File: src/rtl/microcpu_pkg.sv
// Shared definitions for the micro-CPU: sequencer state set, opcode constants
// and the default program-counter width.
package microcpu_pkg;

    localparam int unsigned PC_W_DEFAULT = 26;

    localparam logic [5:0] OP_CMP = 6'b001010;
    localparam logic [5:0] OP_LOD = 6'b100011;
    localparam logic [5:0] OP_STR = 6'b101011;

    typedef enum logic [2:0] {
        IDLE,
        FETCH,
        DECODE,
        EXEC,
        MEM,
        WB,
        FAULT
    } seq_state_e;

    function automatic logic is_cmp(input logic [31:0] ins);
        return ins[31:26] == OP_CMP;
    endfunction

endpackage

File: src/rtl/seq_timeout_counter.sv
// Counts consecutive cycles spent waiting for a memory ack; flags expiry on
// the TIMEOUT_CYCLES-th unacknowledged cycle.
module seq_timeout_counter #(
    parameter int unsigned TIMEOUT_CYCLES = 16
) (
    input  logic clk,
    input  logic rst,
    input  logic waiting,
    input  logic ack,
    output logic expired
);

    localparam int unsigned CNT_W = $clog2(TIMEOUT_CYCLES + 1);

    logic [CNT_W-1:0] count;

    always_ff @(posedge clk or posedge rst) begin
        if (rst) begin
            count <= '0;
        end else if (waiting && !ack) begin
            count <= count + 1'b1;
        end else begin
            count <= '0;
        end
    end

    // Count holds the number of earlier idle wait cycles, so the current one is the last allowed.
    assign expired = waiting && !ack && (count == CNT_W'(TIMEOUT_CYCLES - 1));

endmodule

File: src/rtl/exec_sequencer.sv
// Instruction sequencer: FETCH/DECODE/EXEC/MEM/WB control with PC and IR.
// Optional ack-wait timeout into a sticky FAULT state under `SEQ_TIMEOUT_EN.
module exec_sequencer
    import microcpu_pkg::*;
#(
    parameter int unsigned PC_W           = PC_W_DEFAULT,
    parameter int unsigned TIMEOUT_CYCLES = 16
) (
    input  logic            clk,
    input  logic            rst,
    input  logic            run,
    input  logic            imem_ack,
    input  logic [31:0]     imem_rdata,
    input  logic            load_pc,
    input  logic [PC_W-1:0] load_pc_val,
    input  logic            reg_write_enable,
    input  logic            mem_rd,
    input  logic            mem_wr,
    input  logic            dmem_ack,
    output logic            imem_req,
    output logic [PC_W-1:0] pc,
    output logic [31:0]     instr,
    output logic            dmem_req,
    output logic            dmem_we,
    output logic            reg_we,
    output logic            status_we,
    output logic            fault
);

    seq_state_e state, state_next;
    logic       wait_expired;

`ifdef SEQ_TIMEOUT_EN
    logic waiting;
    logic wait_ack;

    assign waiting  = (state == FETCH) || (state == MEM);
    assign wait_ack = ((state == FETCH) && imem_ack) || ((state == MEM) && dmem_ack);

    seq_timeout_counter #(
        .TIMEOUT_CYCLES(TIMEOUT_CYCLES)
    ) u_timeout (
        .clk    (clk),
        .rst    (rst),
        .waiting(waiting),
        .ack    (wait_ack),
        .expired(wait_expired)
    );
`else
    assign wait_expired = 1'b0;
`endif

    always_ff @(posedge clk or posedge rst) begin
        if (rst) begin
            state <= IDLE;
        end else begin
            state <= state_next;
        end
    end

    always_comb begin
        state_next = state;
        imem_req   = 1'b0;
        dmem_req   = 1'b0;
        dmem_we    = 1'b0;
        reg_we     = 1'b0;
        status_we  = 1'b0;
        fault      = 1'b0;
        case (state)
            IDLE: begin
                if (run) state_next = FETCH;
            end
            FETCH: begin
                imem_req = 1'b1;
                if (imem_ack) begin
                    state_next = DECODE;
                end else if (wait_expired) begin
                    state_next = FAULT;
                end
            end
            DECODE: begin
                state_next = EXEC;
            end
            EXEC: begin
                status_we  = is_cmp(instr);
                state_next = (mem_rd || mem_wr) ? MEM : WB;
            end
            MEM: begin
                dmem_req = 1'b1;
                dmem_we  = mem_wr;
                if (dmem_ack) begin
                    state_next = WB;
                end else if (wait_expired) begin
                    state_next = FAULT;
                end
            end
            WB: begin
                reg_we     = reg_write_enable;
                state_next = run ? FETCH : IDLE;
            end
            FAULT: begin
`ifdef SEQ_TIMEOUT_EN
                fault = 1'b1;
`endif
                state_next = FAULT;
            end
            default: begin
                state_next = IDLE;
            end
        endcase
    end

    // PC advances on the single WB cycle; plain increment wraps all-ones to zero.
    always_ff @(posedge clk or posedge rst) begin
        if (rst) begin
            pc    <= '0;
            instr <= '0;
        end else begin
            if ((state == FETCH) && imem_ack) begin
                instr <= imem_rdata;
            end
            if (state == WB) begin
                pc <= load_pc ? load_pc_val : pc + 1'b1;
            end
        end
    end

endmodule

File: config.mk
export PLATFORM = sky130hd
export DESIGN_NAME = exec_sequencer
export DESIGN_NICKNAME = d
export VERILOG_FILES = /design/src/rtl/microcpu_pkg.sv /design/src/rtl/seq_timeout_counter.sv /design/src/rtl/exec_sequencer.sv
export SDC_FILE = /design/constraint.sdc
export NUM_CORES = 1
export LEC_CHECK = 0
export ABC_AREA = 1
export CORE_MARGIN = 3
export CORE_UTILIZATION = 48
export DETAILED_ROUTE_END_ITERATION = 6
export PLACE_DENSITY = 0.87
export REMOVE_ABC_BUFFERS = 1
export SKIP_CTS_REPAIR_TIMING = 1
export SLEW_MARGIN = 30
export SYNTH_ARGS = -nofsm -noshare
export SYNTH_HDL_FRONTEND = slang
export SYNTH_SLANG_ARGS = --single-unit
File: constraint.sdc
create_clock -name clk -period 3.1 [get_ports clk]
set_input_delay 0.62 -clock clk [delete_from_list [all_inputs] [get_ports clk]]
set_output_delay 0.62 -clock clk [all_outputs]
set_load 0.01 [all_outputs]
==> summary.txt, run 1 <==
Cells and area
  • Layout area overhead: 45.5%
  • Fin nets: 632
  • Antenna Cells: 0
  • Commonest non-fill, non-tap cell in the layout: clkdlybuf4s50_1
  • Fillers: 532
  • Post-route cell area: 5040 µm²
  • Commonest non-fill, non-tap cells in the layout: clkdlybuf4s50_1, nand2_1, nor2_1, dfrtp_1, inv_1
  • Sequential cell area: 1530 µm²
  • Multi-input gate area: 1640 µm²
  • Fin util: 0.730
  • Share of layout cells above drive strength 1: 0.104

Timing
  • Fmax: 0.375 GHz
  • Final TNS setup: 0 ns
  • Final worst path period share: 0.860
  • Slew margin rel.: 0.601
  • Post-layout minimum cycle time: 2.67 ns
  • Hold Slack: 0.520 ns
  • Count of final setup violators: 0
  • Worst Clk Skew: 0.0102 ns
  • Tightest Pin Transition: 0.598 ns
  • Final Hold Fails: 0
  • Max-slew violations: 0
  • Unrepaired setup endpoints after global routing: false

Global routing
  • Vias in the first global route: 3320
  • Largest net degree at the start of global routing: 51
  • Initial antenna violation count: 0
  • First-pass GRT wire length: 15800 µm
  • Grt total ovfl: 0
  • Overall routing resource usage: 0.238

Die
  • Die ar.: 8280 µm²
  • Core Area: 6910 µm²
  • Initial core utilization: 0.502
  • IO Count: 131
  • Die height: 91.0 µm
  • Row count: 30
  • Die Wd: 91.0 µm

Synth
  • Cells after synthesis: 435
  • Area leader, netlist: dfrtp_1
  • Yosys reg bits: 61
  • Mapped Area: 3470 µm²
  • Top_reg_cell synth: dfrtp_1
  • Yosys top cell area share: 0.440
  • Library cells used by synthesis: 29
  • Synth area leaders: dfrtp_1, nand2_1, mux2_4
  • Syn. warnings: 0
  • Post-synth EDFFs: 0
  • Seq/Total Area, Yosys: 0.440
  • Syn Area/Cell: 7.97 µm²
  • Asr flop ratio synth: 1.00

Placed design
  • Placed instance area: 4830 µm²
  • Hpwl dp: 7090 µm
  • IO Port Bufs: 129
  • Routability cong.: 0.849

CTS
  • H-tree levels: 3
  • Clock Latency Late Sink: 0.34 ns
  • CTS Buf Count: 9
  • Max Root-Sink Buffers: 2
  • CTS tree: built
  • CTS Sinks: 61
  • Reg clk slew, reported paths: 0.07 ns
  • CTS root buf: clkbuf_8

Routing
  • DRT Pass-1 Iters: 4
  • Initial drt markers: 172
  • DRC: 0
  • DR vias: 3377
  • Routed Antenna Nets: 0
  • Via/cell ratio: 5.08
  • WL/cell: 14.3 µm
  • Routed wire length: 9510 µm

Flow run
  • Max-cap check violation count: 0

Worst setup path
  • R2R Path Start: pc[0]
  • CP most frequent cell: inv_1
  • Data arrival time of the critical path: 2.05 ns
  • Crit Path Class: flop to primary output
  • Critical path's slowest cell: clkdlybuf4s50_1
  • CP cell instances: inv_1 > nor3_1 > inv_1 > nor4_1 > clkdlybuf4s50_1
  • R2R setup slack: 1.38 ns
  • R2R depth: 10
  • Max incr delay on CP: 0.63 ns
  • Critical R2R Capture: pc[20]
  • CP max FO: 4
  • CP required: 2.48 ns
  • Setup crit end kind: primary output
  • Worst Setup Start Kind: flop

Power
  • Power per cell area: 940 nW/µm²
  • Leakage: 2.38 nW
  • Worst IR Drop VDD: 639 µV

Outcome
  • Outcome: finished, final reports clean

Hold path
  • Hold Crit Class: input port to asynchronous set/reset pin
## through the flow
stage | cells | setup WS, ns | total power [mW]
finish | 665 | 0.433 | 4.74
detailed placement | 649 | 0.688 | 3.96
CTS | 665 | 0.439 | 4.75
floorplan | 418 | 0.653 | 2.75
global placement | 649 | 0.721 | 3.86
global route | 665 | 0.359 | 5.06
## cells by family after synthesis
kind of cell / after synthesis / synth area share
fa+ha+maj: 1 / 0.00361
mux: 30 / 0.125
flops: 61 / 0.440
other cells: 1 / 0.00108
simple gates: 206 / 0.244
buf+inv: 73 / 0.0892
compound gates: 63 / 0.0971
## Yosys cell counts (all sizes together), types with 3 or more instances
master    n
a21oi    28
nand3    28
inv      56
nor3      5
o21ai    27
o211ai    3
buf      12
nand2   107
mux2     30
clkbuf    5
nor2     64
dfrtp    61
## worst max-delay path: cells and delay by family, from the launching register on
kind	cells	cell delay, ns
buffers and inverters	3	0.85
AND/OR/NAND/NOR	2	0.41
flip-flops	1	0.43
## metal layers
metal  GRT usage  routed length, µm  vias to the layer above
met1       0.290               3850                     1552
met4       0.101                200                        0
met5           0                  0                        -
met2       0.369               4380                      166
met3      0.0994               1070                       16
li1            -                  -                     1643
## area by class of cell
type,count,share of cell area
inverter,56,0.0417
sequential,61,0.303
multi-input combinational,301,0.324
clock inverter,6,0.0174
timing repair buffer,135,0.265
clock buffer,10,0.0253
tap,96,0.0238
## worst max path at each step
stage	end	cells past startpoint	slack [ns]	from
after floorplan	reg_we	3	0.65	state[1]
after global placement	dmem_we	4	0.72	mem_wr
after detailed placement	dmem_we	4	0.69	mem_wr
after CTS	status_we	5	0.44	state[1]
after global routing	status_we	4	0.36	state[2]
final	status_we	5	0.43	state[1]
## flip-flops by register name (all words and copies together), names as in the netlist
register / flops
state: 3
pc: 26
instr: 32
## report_power, final
group	switching, mW	internal (mW)
logic	1.02	1.31
registers	0.434	1.20
clock network	0.324	0.451
total	1.78	2.96
Power figures use the tool's default switching activity.
==> run 2, diff against run 1 <==
Settings changed: CORE_ASPECT_RATIO from default to 0.9, GPL_ROUTABILITY_DRIVEN from default to 1.
==> summary.txt, run 2 (synthesis gave the netlist of run 1 again) <==
Timing
  • Tightest Pin Transition: 0.667 ns (was 0.598 ns)
  • Worst Clk Skew: 0.00708 ns (was 0.0102 ns)
  • Post-layout minimum cycle time: 2.56 ns (was 2.67 ns)
  • Final worst path period share: 0.825 (was 0.860)
  • Slew margin rel.: 0.554 (was 0.601)
  • Final TNS setup: 0 ns (unchanged)
  • Fmax: 0.391 GHz (was 0.375 GHz)
  • Unrepaired setup endpoints after global routing: false (unchanged)
  • Setup slack after layout: 0.542 ns (was 0.433 ns)
  • Max-slew violations: 0 (unchanged)
  • Count of final setup violators: 0 (unchanged)
  • Final Hold Fails: 0 (unchanged)

Cells and area
  • Regs by FF count: instr (32), pc (26), state (3) (unchanged)
  • Antenna Cells: 0 (unchanged)
  • Fin nets: 630 (was 632)
  • Max reg flops: 32 (unchanged)
  • Layout area overhead: 45.1% (was 45.5%)
  • Biggest register: instr (unchanged)
  • Share of layout cells above drive strength 1: 0.101 (was 0.104)
  • Commonest non-fill, non-tap cells in the layout: clkdlybuf4s50_1, nand2_1, nor2_1, dfrtp_1, inv_1 (unchanged)
  • Commonest non-fill, non-tap cell in the layout: clkdlybuf4s50_1 (unchanged)

Worst setup path
  • Data arrival time of the critical path: 1.94 ns (was 2.05 ns)
  • Critical R2R Capture: pc[24] (was pc[20])
  • Worst Setup Start Kind: flop (unchanged)
  • Setup crit end kind: primary output (unchanged)
  • R2R setup slack: 1.35 ns (was 1.38 ns)
  • CP max FO: 7 (was 4)
  • R2R depth: 10 (unchanged)
  • Crit Path Class: flop to primary output (unchanged)
  • R2R Path Start: pc[0] (unchanged)
  • CP required: 2.48 ns (about the same)

Hold path
  • Hold Crit Endpoint: instr[5]
  • Hold path startpoint: instr[5]
  • Hold path depth: 1
  • Hold Crit Class: flop to flop (was input port to asynchronous set/reset pin)

Die
  • Die ar.: 8280 µm² (about the same)
  • Initial core utilization: 0.510 (was 0.502)
  • Row count: 28 (was 30)
  • Die height: 86.6 µm (was 91.0 µm)
  • Die Wd: 95.6 µm (was 91.0 µm)
  • IO Count: 131 (unchanged)
  • Core Area: 6800 µm² (was 6910 µm²)

Global routing
  • Vias in the first global route: 3340 (was 3320)
  • Grt total ovfl: 0 (unchanged)
  • Largest net degree at the start of global routing: 51 (unchanged)
  • Overall routing resource usage: 0.237 (was 0.238)
  • First-pass GRT wire length: 15400 µm (was 15800 µm)
  • Initial antenna violation count: 0 (unchanged)

Routing
  • DRT Pass-1 Iters: 4 (unchanged)
  • DR vias: 3349 (was 3377)
  • Initial drt markers: 198 (was 172)
  • WL/cell: 14.3 µm (about the same)
  • DRC: 0 (unchanged)
  • Routed wire length: 9350 µm (was 9510 µm)
  • Routed Antenna Nets: 0 (unchanged)
  • Via/cell ratio: 5.11 (was 5.08)

CTS
  • CTS Buf Count: 9 (unchanged)
  • CTS root buf: clkbuf_8 (unchanged)
  • CTS tree: built (unchanged)
  • Max Root-Sink Buffers: 2 (unchanged)
  • CTS Sinks: 61 (unchanged)
  • H-tree levels: 3 (unchanged)
  • Clock Latency Late Sink: 0.33 ns (was 0.34 ns)
  • Reg clk slew, reported paths: 0.07 ns (about the same)

Placed design
  • Hpwl dp: 6790 µm (was 7090 µm)
  • IO Port Bufs: 129 (unchanged)
  • Pre-CTS setup slack: 0.696 ns (was 0.688 ns)
  • Routability cong.: 0.857 (was 0.849)

Power
  • Leakage: 2.38 nW (about the same)
  • Power per cell area: 932 nW/µm² (was 940 nW/µm²)
  • Worst IR Drop VDD: 525 µV (was 639 µV)

Flow run
  • Max-cap check violation count: 0 (unchanged)

Outcome
  • Outcome: finished, final reports clean (unchanged)
-- run 2: changes by cell type in the layout (fill, tap and decap cells not counted), sizes merged --
cell      before  now
buf            6    4
bufinv         2    1
clkinvlp       3    0
clkinv         1    2
clkbuf        10   12
-- run 2: worst max-delay path, stage by stage (launching register included) --
cell and delay [ns]:
dfrtp_1 0.48, nor3_1 0.28, inv_1 0.11, nor4_1 0.16, clkdlybuf4s50_1 0.58
-- run 2: layout make-up --
class | instances | area, µm²
multi-input cells | 301 | 1640
repair buffers | 133 | 1330
clock buffers | 12 | 165
fillers | 508 | 1770
clock inverters | 3 | 43.8
inverters | 56 | 210
flip-flops and latches | 61 | 1530
well taps | 90 | 113
-- run 2: worst max path at each step --
stage | startpoint | cells past startpoint | endpoint | slack [ns]
floorplan | state[1] | 3 | reg_we | 0.65
global placement | mem_wr | 4 | dmem_we | 0.72
detailed placement | mem_wr | 4 | dmem_we | 0.70
CTS | state[2] | 4 | status_we | 0.52
global route | state[2] | 4 | status_we | 0.40
finish | state[2] | 4 | status_we | 0.54
-- run 2: layer usage --
| metal | GRT usage | part of all wire | up-vias |
|---|---|---|---|
| met5 | 0 | 0 | - |
| li1 | - | - | 1645 |
| met3 | 0.0825 | 0.11 | 12 |
| met1 | 0.301 | 0.42 | 1531 |
| met4 | 0.0801 | 0.014 | 0 |
| met2 | 0.376 | 0.46 | 161 |
-- run 2: report_power, final --
part / switching, mW / internal [mW] / leakage [nW]
clock network: 0.310 / 0.433 / 0.108
logic: 0.996 / 1.31 / 1.55
registers: 0.432 / 1.20 / 0.719
total: 1.74 / 2.95 / 2.38
-- run 2: per-stage QoR --
stage          instance area (µm²)   util  instances  total power [mW]  hold slack (ns)
3_5_place_dp                  4820  0.709        641              3.93            0.495
5_1_grt                       5030  0.740        656              5.01            0.536
3_3_place_gp                  4820  0.709        641              3.86            0.493
4_1_cts                       5030  0.740        656              4.72            0.523
2_1_floorplan                 3370      -        418              2.75            0.550
6_report                      5030  0.740        656              4.69            0.517
==> edit 1, RTL diff (config.mk and constraints of run 2) <==
Build with the macro `SEQ_TIMEOUT_EN` defined.
--- a/src/rtl/exec_sequencer.sv
+++ b/src/rtl/exec_sequencer.sv
@@ -1,5 +1,7 @@
 // Instruction sequencer: FETCH/DECODE/EXEC/MEM/WB control with PC and IR.
 // Optional ack-wait timeout into a sticky FAULT state under `SEQ_TIMEOUT_EN.
+`define SEQ_TIMEOUT_EN
+
 module exec_sequencer
     import microcpu_pkg::*;
 #(
Formal check against the unedited RTL: no difference found for any inputs over 10 cycles, from zero or initial values and one cycle with rst high; that may be too few to reach the edited logic, so the function may still have changed.
==> edit 1 against run 2 <==
- final area grew 5.3%
- highest routed layer unchanged
- critical endpoint is now reg_we
- clock skew grew 0.0036 ns
- synthesized area grew 7.1%
- sequential cell count grew 5
- synthesized cell count grew 6.0%
- count of clock-buffer cells in the layout shrank 2
- wire length grew 13%
- global-route usage grew 1.6 points
- register-to-register slack lost 0.38 ns
- power grew 3.8%
- worst setup slack lost 0.013 ns
- sequential power grew 4%
- critical path type unchanged
==> edit 1: results (changes against run 2) <==
top flop regs instr x32, pc x26, u_timeout.count x5; Post-synth top cells nand2_1 (129), nor2_1 (72), dfrtp_1 (66); H-tree Lvls 3 (unchanged); clk buf depth 2 (unchanged); top post-synthesis cells by area dfrtp_1 (45%), nand2_1 (13%), mux2_4 (10%); global-route wire length before repair 17500 um (+14%); final clock skew 0.0107 ns (+0.00364 ns); r2r setup slk 0.97 ns (-0.38 ns); max incr delay on CP 0.55 ns (-0.03 ns); pin count of the biggest net entering global routing 40 (-22%); slowest CP cell clkdlybuf4s50_1; clock slew at reported path FFs ~0.080 ns; ANT cells 0 (unchanged); post-DP HPWL 7890 um (+16%); Most used DFF post-synth dfrtp_1; CP top delay family buffers and inverters; Post-synth ARST share 1.00 (unchanged); Peak supply drop 599 uV (+14%); WP data arrival between 1.5 and 2 ns; Max Cap Violations 0 (unchanged); sequential area share after synthesis 0.445 (+0.00461); CP Max Fanout 14 (+7); CTS buffer count 9 (unchanged); 1st-iter DRT viols 228 (+15%); gr usage total 0.253 (+0.0162); drt pass-1 iters 5 (+1); nets@finish 663 (+5.2%); GP Congestion 0.908 (+6.0%); initial antenna violation count 0 (unchanged); Slew HR 0.508 (-0.0468); reg2reg path depth 8 (-2); FILL cells 553 (+8.9%); detailed-route wire length 10600 um (+13%); status completed; vias in the first global route 3767 (+13%); PortBufs 130 (+0.78%); hold path cells 1 (unchanged); synth warn 0 (unchanged); layout cells sized above 1 0.0970 (-0.00372); clk_lat worst skew 0.36 ns (+0.03 ns); Hold/Removal Path Class reg2reg; Netlist cell types 32 (+10%); clk root buf clkbuf_8; P_leak 2.44 nW (+2.4%); vias per cell 5.31 (+4.1%)
-- edit 1: path summary, 6_finish.rpt --
path / from / to
max in group asynchronous: rst / instr[12]
worst max register to register: state[0] / pc[18]
worst min register to register: u_timeout.count[0] / u_timeout.count[0]
worst min-delay path: u_timeout.count[0] / u_timeout.count[0]
min in group asynchronous: rst / pc[5]
worst max-delay path: state[0] / reg_we
-- edit 1: cells by family after synthesis --
| group | after synthesis | share of synthesized area |
|---|---|---|
| simple gates | 246 | 0.278 |
| mux | 30 | 0.116 |
| buf+inv | 62 | 0.0698 |
| compound gates | 53 | 0.0786 |
| fa+ha+maj | 3 | 0.0101 |
| flops | 66 | 0.445 |
| xor+xnor | 1 | 0.00236 |
-- edit 1: final cells by class --
type                    instances  share of cell area
clock buffers                  10              0.0241
clock inverters                 6              0.0125
inverters                      49              0.0350
multi-input cells             333               0.340
flip-flops and latches         66               0.312
well taps                      93              0.0220
repair buffers                134               0.254
-- edit 1: where the power goes --
part | switching [W] | internal [W] | total, W
registers | 0.000429 | 0.00127 | 0.00170
clock network | 0.000358 | 0.000373 | 0.000731
logic | 0.00110 | 0.00133 | 0.00243
total | 0.00189 | 0.00298 | 0.00486
-- edit 1: per-layer routing --
| metal | up-vias | GRT usage | part of all wire |
|---|---|---|---|
| li1 | 1738 | - | - |
| met1 | 1727 | 0.280 | 0.39 |
| met2 | 189 | 0.449 | 0.48 |
| met3 | 18 | 0.106 | 0.11 |
| met4 | 0 | 0.0806 | 0.015 |
| met5 | - | 0 | 0 |
-- edit 1: per-stage QoR --
stage | utilization | area [um2] | instances | setup slack [ns] | hold slack (ns)
2_1_floorplan | - | 3640 | 448 | 0.825 | 0.433
3_3_place_gp | 0.699 | 5100 | 675 | 0.715 | 0.447
3_5_place_dp | 0.699 | 5100 | 675 | 0.665 | 0.492
4_1_cts | 0.725 | 5290 | 691 | 0.512 | 0.485
5_1_grt | 0.726 | 5290 | 691 | 0.377 | 0.507
6_report | 0.726 | 5290 | 691 | 0.529 | 0.476
==> edit 2, RTL diff (config.mk and constraints of run 2) <==
Without the edit above. Encoding of `seq_state_e`: now Gray code (3 bits for 7 states).
--- a/src/rtl/microcpu_pkg.sv
+++ b/src/rtl/microcpu_pkg.sv
@@ -9,13 +9,13 @@
     localparam logic [5:0] OP_STR = 6'b101011;
 
     typedef enum logic [2:0] {
-        IDLE,
-        FETCH,
-        DECODE,
-        EXEC,
-        MEM,
-        WB,
-        FAULT
+        IDLE   = 3'b000,
+        FETCH  = 3'b001,
+        DECODE = 3'b011,
+        EXEC   = 3'b010,
+        MEM    = 3'b110,
+        WB     = 3'b111,
+        FAULT  = 3'b101
     } seq_state_e;
 
     function automatic logic is_cmp(input logic [31:0] ins);
Formal check against the unedited RTL: same outputs for any inputs over 10 cycles, from zero or initial values and one cycle with rst high; not proved beyond that.
==> edit 2 against run 2 <==
- power fell by 2.4%
- sequential share of layout area rose by 0.083 points
- wire length rose by 3.0%
- sequential cell count did not move
- final area fell by 0.27%
- synthesized area rose by 0.61%
- worst setup slack got worse by 0.032 ns
- critical path type unchanged
- critical endpoint unchanged
- highest routed layer unchanged
==> edit 2: results (changes against run 2) <==
metal3 WL 1050 um (+2.7%); layout cells sized above 1 0.107 (+0.00594); WL met1 3920 um (+1.1%); P_int 0.00281 W (-4.6%); Peak supply drop 596 uV (+14%); clk pwr 0.000646 W (-13%); Post-Place Worst Slack 0.660 ns (-0.0357 ns); GP Congestion 0.863 (+0.76%); top flop regs instr x32, pc x26, state x2; pin count of the biggest net entering global routing 45 (-12%); P_leak 2.40 nW (+0.80%); Post-synth top cells nand2_1 (106), nor2_1 (62), dfrtp_1 (61); gr usage total 0.239 (+0.00258); Non-Filler Instances 662 (+0.91%); syn_area_per_cell 7.96 um2 (about the same); Placed Area 4840 um2 (+0.36%); WL met2 4420 um (+2.5%); combinational share of power 0.505 (+0.013); global-route wire length before repair 15300 um (-0.54%); CTS buffer count 9 (unchanged); Most used DFF post-synth dfrtp_1; wire per inst 14.5 um (+2.0%); sequential area share after synthesis 0.438 (-0.00269); final clock skew 0.0154 ns (+0.00836 ns); FILL cells 506 (-0.39%); WP data arrival 1.97 ns (+0.03 ns); cell total after placement 646 (+0.78%); Worst Max-Slew Pin Slew 0.781 ns (+0.114 ns); status completed; 1st-iter DRT viols 165 (-17%); post-DP HPWL 7170 um (+5.6%); Netlist cell types 28 (-3.4%); vias per cell 5.05 (-1.1%); GR Overflow Total 0 (unchanged); CP Max Fanout 4 (-3); vias in the first global route 3276 (-1.9%); top post-synthesis cells by area dfrtp_1 (44%), nand2_1 (11%), mux2_4 (11%)
-- edit 2: changes by cell type after synthesis, moves of 2 or more --
cell	run 2	this run
nand2_2	0	3
o21ai_1	0	3
o21ai_0	27	30
nor2_4	0	3
o211ai_1	3	0
nor2_2	3	1
a21oi_1	28	25
-- edit 2: cell families (layout without fill, tap and decap cells) --
kind of cell               count (synthesis)  in the layout  synth area share
adders and majority gates                  1              1           0.00359
and+or+nand+nor                          211            211             0.252
muxes                                     30             30             0.125
AOI/OAI and AO/OA                         62             62            0.0911
other                                      1              1           0.00108
DFF                                       61             61             0.438
buffers and inverters                     72            206            0.0893
-- edit 2: layer usage --
metal	up-vias	global-route usage
met5	-	0
met4	0	0.110
met2	169	0.390
met3	22	0.0804
met1	1507	0.286
li1	1644	-
-- edit 2: worst paths after layout --
path | from | end | slack [ns] | cells past startpoint
max in group asynchronous | rst | pc[14] | 1.73 | 3
worst min-delay path | register | state[2] | 0.52 | 1
min in group asynchronous | rst | state[2] | 0.75 | 2
worst max-delay path | register | status_we | 0.51 | 5
worst max register to register | state[2] | pc[12] | 1.33 | 9
worst min register to register | register | state[2] | 0.52 | 1
-- edit 2: critical path, stage by stage (launching register included) --
cell	delay [ns]
dfrtp_1	0.38
inv_1	0.10
nor2_1	0.24
nand4_1	0.12
nor4_1	0.19
clkdlybuf4s50_1	0.61
-- edit 2: final cells by class --
type / instances / share of cell area
multi-input cells: 305 / 0.329
well taps: 90 / 0.0225
flip-flops and latches: 61 / 0.304
clock inverters: 4 / 0.00449
clock buffers: 12 / 0.0309
repair buffers: 133 / 0.266
inverters: 57 / 0.0427
